--- src/rtl/scan_decoder.sv ---
// Registered N-to-2^N decoder with one-hot, thermometer and timed auto-scan modes.
// Every output comes straight from a flop; the scan index advances after DIV enabled dwell edges.
module scan_decoder #(
  parameter int N          = 3,
  parameter int DIV        = 4,
  parameter int ACTIVE_LOW = 0
) (
  input  logic                clk,
  input  logic                rst,
  input  logic                en,
  input  logic [1:0]          mode,
  input  logic [N-1:0]        sel,
  output logic [(1<<N)-1:0]   d,
  output logic [N-1:0]        idx,
  output logic                wrap
);

  localparam int W  = 1 << N;
  localparam int CW = (DIV > 1) ? $clog2(DIV) : 1;
  localparam logic [CW-1:0] CNT_MAX = CW'(DIV - 1);
  localparam logic [W-1:0]  POL     = (ACTIVE_LOW != 0) ? {W{1'b1}} : {W{1'b0}};

  typedef enum logic [1:0] {
    MODE_DECODE = 2'b00,
    MODE_THERM  = 2'b01,
    MODE_SCAN   = 2'b10,
    MODE_HOLD   = 2'b11
  } mode_t;

  mode_t          mode_cur;
  logic [W-1:0]   d_reg;
  logic [N-1:0]   idx_reg;
  logic           wrap_reg;
  logic [CW-1:0]  cnt_reg;

  logic [N-1:0]   idx_next;
  logic [W-1:0]   sel_onehot;
  logic [W-1:0]   sel_therm;
  logic [W-1:0]   idx_onehot;
  logic [W-1:0]   next_onehot;

  assign mode_cur = mode_t'(mode);
  assign idx_next = idx_reg + 1'b1;

  genvar gi;
  generate
    for (gi = 0; gi < W; gi++) begin : g_code
      assign sel_onehot[gi]  = (int'(sel) == gi);
      assign sel_therm[gi]   = (gi <= int'(sel));
      assign idx_onehot[gi]  = (int'(idx_reg) == gi);
      assign next_onehot[gi] = (int'(idx_next) == gi);
    end
  endgenerate

  // d_reg holds the post-polarity value so reset and idle states are inverted too.
  always_ff @(posedge clk or posedge rst) begin
    if (rst) begin
      idx_reg  <= '0;
      d_reg    <= POL;
      wrap_reg <= 1'b0;
      cnt_reg  <= '0;
    end else if (!en) begin
      wrap_reg <= 1'b0;
    end else begin
      wrap_reg <= 1'b0;
      cnt_reg  <= '0;
      case (mode_cur)
        MODE_DECODE: begin
          idx_reg <= sel;
          d_reg   <= sel_onehot ^ POL;
        end
        MODE_THERM: begin
          idx_reg <= sel;
          d_reg   <= sel_therm ^ POL;
        end
        MODE_SCAN: begin
          if (cnt_reg == CNT_MAX) begin
            idx_reg  <= idx_next;
            d_reg    <= next_onehot ^ POL;
            wrap_reg <= (idx_reg == {N{1'b1}});
          end else begin
            cnt_reg <= cnt_reg + 1'b1;
            d_reg   <= idx_onehot ^ POL;
          end
        end
        default: begin
        end
      endcase
    end
  end

  assign d    = d_reg;
  assign idx  = idx_reg;
  assign wrap = wrap_reg;

endmodule
--- config.mk ---
export PLATFORM = sky130hd
export DESIGN_NAME = scan_decoder
export DESIGN_NICKNAME = d
export VERILOG_FILES = /design/src/rtl/scan_decoder.sv
export SDC_FILE = /design/constraint.sdc
export NUM_CORES = 1
export LEC_CHECK = 0
export CORE_UTILIZATION = 47
export CTS_BUF_LIST = sky130_fd_sc_hd__clkbuf_8
export DETAILED_ROUTE_END_ITERATION = 12
export GPL_TIMING_DRIVEN = 0
export MAX_ROUTING_LAYER = met4
export PLACE_DENSITY = 0.75
export SYNTH_ARGS = -nofsm -noshare
export SYNTH_HDL_FRONTEND = slang
export SYNTH_SLANG_ARGS = --single-unit
--- constraint.sdc ---
create_clock -name clk -period 3.3 [get_ports clk]
set_input_delay 0.66 -clock clk [delete_from_list [all_inputs] [get_ports clk]]
set_output_delay 0.66 -clock clk [all_outputs]
set_load 0.1 [all_outputs]
# ---- Word level (Yosys, flattened, before mapping)
# Index checks and enable logic that the tools add are counted.
dict set report totals {
  regBits 14
  latch_bits 0
  mem_bits_rw 0
  rom_bits 0
  output_inout_bits 12
  elab_cells 57
  mem_count 0
}
dict set report op_classes {
  add_sub_neg 2
  n_mul 0
  div_mod_pow 0
  magnitude_cmp 7
  n_eq_ne 26
  n_shift 0
  n_mux 9
  n_bitwise 0
  reduce_logical 9
}
# op n
set op_table {}
lappend op_table {{$eq A3 B3 Y1 const B} 13}
lappend op_table {{$pmux W8 S3} 1}
lappend op_table {{$eq A3 B2 Y1 const B} 6}
lappend op_table {{$le A3 B3 Y1 const A} 4}
lappend op_table {{$eq A3 B1 Y1 const B} 3}
lappend op_table {{$logic_not A3 Y1} 3}
lappend op_table {{$mux W8} 1}
lappend op_table {{$le A2 B3 Y1 const A} 2}
lappend op_table {{$pmux W3 S2} 1}
lappend op_table {{$eq A2 B2 Y1 const B} 2}
lappend op_table {{$mux W2} 2}
lappend op_table {{$add A3 B1 Y3 const B} 1}
lappend op_table {{$le A1 B3 Y1 const A} 1}
lappend op_table {{$mux W1} 3}
lappend op_table {{$mux W3} 1}
lappend op_table {{$reduce_and A3 Y1} 1}
lappend op_table {{$reduce_bool A3 Y1} 1}
lappend op_table {{$add A2 B1 Y2 const B} 1}
lappend op_table {{$eq A2 B1 Y1 const B} 1}
lappend op_table {{$logic_not A2 Y1} 1}
lappend op_table {{$ne A2 B2 Y1 const B} 1}
lappend op_table {{$reduce_and A2 Y1} 1}
lappend op_table {{$reduce_bool A2 Y1} 1}
lappend op_table {{$reduce_or A2 Y1} 1}

# ---- Logic depth before layout (Yosys ltp)
dict set report depth {
  ltp_word 4
  mapped_depth 6
  depth_no_buf 6
}

# ---- Worst setup path before layout
# Ideal clock, no wire load.
dict set report synth_timing {
  path_kind {reg-to-reg}
  startpoint {reg idx_reg[0], in the netlist idx[0]}
  endpoint {reg d_reg[0], in the netlist d[0]}
  setup_ns 0.130
  arrival_time_ns 2.026
  required_time_ns 3.170
  path_slack_ns 1.144
  path_stages_with_launch 7
  n_path_buf 0
  path_cell_list {dfrtp_1 -> ha_1 -> ha_1 -> inv_1 -> a32o_1 -> a211oi_1 -> o21ai_0}
}
dict set report synth_via {
  elab_chain_cells 4
}
# element line
set synth_rtl {}
lappend synth_rtl {{start: declaration} 32} ;# logic [N-1:0] idx_reg;
lappend synth_rtl {{start signal: assignment} 69} ;# idx_reg <= sel;
lappend synth_rtl {{start signal: assignment} 73} ;# idx_reg <= sel;
lappend synth_rtl {{start signal: assignment} 78} ;# idx_reg <= idx_next;
lappend synth_rtl {{$add A3 B1 Y3} 43} ;# assign idx_next = idx_reg + 1'b1;
lappend synth_rtl {{$logic_not A3 Y1} 51} ;# assign next_onehot[gi] = (int'(idx_next) == gi);
lappend synth_rtl {{$mux W8 (*)} 77} ;# if (cnt_reg == CNT_MAX) begin
lappend synth_rtl {{$pmux W8 S3 (*)} 67} ;# case (mode_cur)
lappend synth_rtl {{end signal: assignment} 70} ;# d_reg <= sel_onehot ^ POL;
lappend synth_rtl {{end signal: assignment} 79} ;# d_reg <= next_onehot ^ POL;
lappend synth_rtl {{end signal: assignment} 83} ;# d_reg <= idx_onehot ^ POL;
lappend synth_rtl {{end: declaration} 31} ;# logic [W-1:0] d_reg;
# Mark *: on every way between the ends. The rest lies on a longest branch, timed or not.
# A chain may end at the register's enable or synchronous reset.

# ---- Final worst setup path
dict set report layout_timing {
  startpoint {reg idx_reg[0], in the netlist idx[0]}
  endpoint {out idx[0]}
}
# element line
set layout_lines {}
lappend layout_lines {{end: declaration} 14} ;# output logic [N-1:0] idx,
# No word-level cell between the ends.

==> qor.yml <==
cells_and_area:
  finalNonFillerCells: 146
  final_layout_size_suffix_gt1_share_pct: 5.785
  area_growth_pct: 28.06
  antenna_cells: 0
  fill_cells: 151
  postLayoutCoreUtil_pct: 65.39
  final_nets: 140
  largest_reg_flops: 8
hold_path:
  hold_depth: 2
  min_from: "d[5]$_DFFE_PP0P_"
  holdCritPathClass: "reg2reg"
  whs_endpoint: "d[5]$_DFFE_PP0P_"
pwr:
  total_power_mw: 0.6240
  ir_drop_mv: 0.3542
  leakagePower_nw: 0.5180
  power_density_nw_per_um2: 541.0
clock_network:
  post-cts-setup-buffers: 0
  cts_buffers: 3
  clk_pin_slew_ns: 0.06
  clkSinkCount: 14
  hold_buffers: 0
  cts_buffer_depth: 2
  cts_resized: 0
  cts_tree: "yes"
  worstSkewPairLatency_ns: 0.25
  cts_root_buffer: "clkbuf_8"
  cts.htree.levels: 1
logic_synthesis:
  synth_area_leaders: "dfrtp_1 39%, ha_1 13%, nand2_1 4.6%"
  seq_area_frac_synth_pct: 38.89
  ys_types: 26
  yosysMostFrequentCell: "dfrtp_1"
  synth_top_flop_cell: "dfrtp_1"
  ys_ff_latch: 14
  synth.top_cell.area_share_pct: 38.89
  avgSynthCellArea_um2: 9.009
  syn_nets: 117
  syn_area_um2: 900.9
  ys.warnings.count: 0
  synth_edf_count: 0
  synthTopCellsByCount: "14 x dfrtp_1, 11 x nand2_1, 10 x inv_1, 10 x nor2_1, 9 x ha_1"
  synthCells: 100
  synth_top_area_cell: "dfrtp_1"
  synthArstFlopShare_pct: 100.0
sta:
  min_period_ns: 2.563
  worst_hold_slack_ns: 0.4890
  hold_viol: 0
  slew_headroom_pct: 34.57
  finalCritPeriodShare_pct: 77.67
  finalSetupViolCount: 0
  tns_ns: 0
  worst_pin_slew_ns: 0.9784
  slew_viol_final: 0
  fmax_mhz: 390.2
  finalClockSkew_ns: 0.002266
  rsz0062_at_grt: "false"
setup_path:
  cp.required_ns: 2.64
  criticalPathCategory: "reg2out"
  worstReg2RegEnd: "d[2]$_DFFE_PP0P_"
  slowest_stage: "clkdlybuf4s50_1"
  cp-end-kind: "primary output"
  crit_arrival_ns: 1.90
  slowest_delay_ns: 1.18
  cp_top_family: "buffers and inverters"
  crit_buf_inv: 1
  rrSetupSlack_ns: 1.57
  cp_max_fo: 7
  cp-start-kind: "flop"
  crit_chain: "clkdlybuf4s50_1"
  cp.depth: 1
  rr_worst_depth: 6
  regToRegStartpoint: "idx[0]$_DFFE_PP0P_"
floorplanning:
  initial_core_util_pct: 51.06
  pin_count: 20
  core_um2: 1764
  die-area_um2: 2096
  rows: 15
  chipHeight_um: 45.78
  chipWidth_um: 45.78
routing:
  drt_drc_violations_left: 0
  routed_via_density: 5.356
  first_pass_iters: 4
  route.met2.wl_um: 863
  drt-initial-drc-count: 13
  num_vias: 782
  drtAntennaViolNets: 0
  drt-met1-wl_um: 905
  wl_met3_um: 87
  wire_per_inst_um: 13.03
  wl_um: 1902
  top_layer: "met4"
global_routing:
  grt_use_total_pct: 22.77
  antenna_found_initial: 0
  grt_max_degree: 15
  grt_pass1_vias: 701
  grt_pass1_wl_um: 3160
  gr-total-overflow: 0
placed_design:
  io_buffers: 18
  gp_congestion: 0.8203
  place_inst: 143
  hpwl_um: 1389
run_status:
  outcome: "complete, no violations"
flow_run:
  max_cap_violations: 0
## cells by family (layout without fill, tap and decap cells)
logic type / after synthesis / in the layout / share of synthesized area, %
simple gates: 30 / 30 / 14.58
mux: 4 / 4 / 4.445
flops: 14 / 14 / 38.89
fa+ha+maj: 9 / 9 / 12.50
compound gates: 27 / 27 / 20.28
buf+inv: 15 / 36 / 8.334
xor+xnor: 1 / 1 / 0.9724
## metrics by stage
step | instance area [um^2] | worst slack (ns)
3_5_place_dp | 1112 | 0.9834
4_1_cts | 1154 | 0.7234
6_report | 1154 | 0.7369
5_1_grt | 1154 | 0.6875
3_3_place_gp | 1112 | 1.002
2_1_floorplan | 900.9 | 1.144
## final cells by class
type | instances | area [um^2] | share of cell area, %
Multi-Input combinational cell | 71 | 475.5 | 41.21
Sequential cell | 14 | 350.3 | 30.37
Timing Repair Buffer | 18 | 180.2 | 15.62
Clock buffer | 3 | 41.29 | 3.579
Buffer | 5 | 37.54 | 3.254
Inverter | 10 | 37.54 | 3.254
Tap cell | 25 | 31.28 | 2.711
## layout by cell type (no fill, tap or decap), drive strengths merged
cell / count
a22o: 1
nor3: 1
a21oi: 6
o21ai: 5
o22a: 2
xnor2: 1
o22ai: 3
nand2b: 3
inv: 10
mux2i: 4
a32o: 1
dfrtp: 14
o221ai: 4
a31oi: 3
o31ai: 1
and2b: 1
nand3: 3
nor2: 10
a211oi: 1
clkbuf: 5
ha: 9
buf: 3
nand2: 11
clkdlybuf4s50: 18
and3: 1
## worst max path at each step
stage | startpoint | to | slack (ns)
floorplan | idx[0]$_DFFE_PP0P_ | d[0]$_DFFE_PP0P_ | 1.14
global placement | idx[0]$_DFFE_PP0P_ | idx[0] | 1.00
detailed placement | mode[0] | d[4]$_DFFE_PP0P_ | 0.98
CTS | idx[0]$_DFFE_PP0P_ | idx[0] | 0.72
global route | idx[0]$_DFFE_PP0P_ | idx[0] | 0.69
finish | idx[0]$_DFFE_PP0P_ | idx[0] | 0.74
## power breakdown
group | switching [mW] | internal, mW
registers | 0.0179 | 0.192
clock network | 0.0620 | 0.0808
logic | 0.198 | 0.0737
## layer usage
layer / vias to the layer above / GRT usage (%)
met5: - / -
met3: 4 / 3.571
met1: 357 / 31.60
met2: 26 / 31.43
met4: 0 / 12.35
li1: 395 / -
No activity file was read; power rests on OpenSTA's default activity.
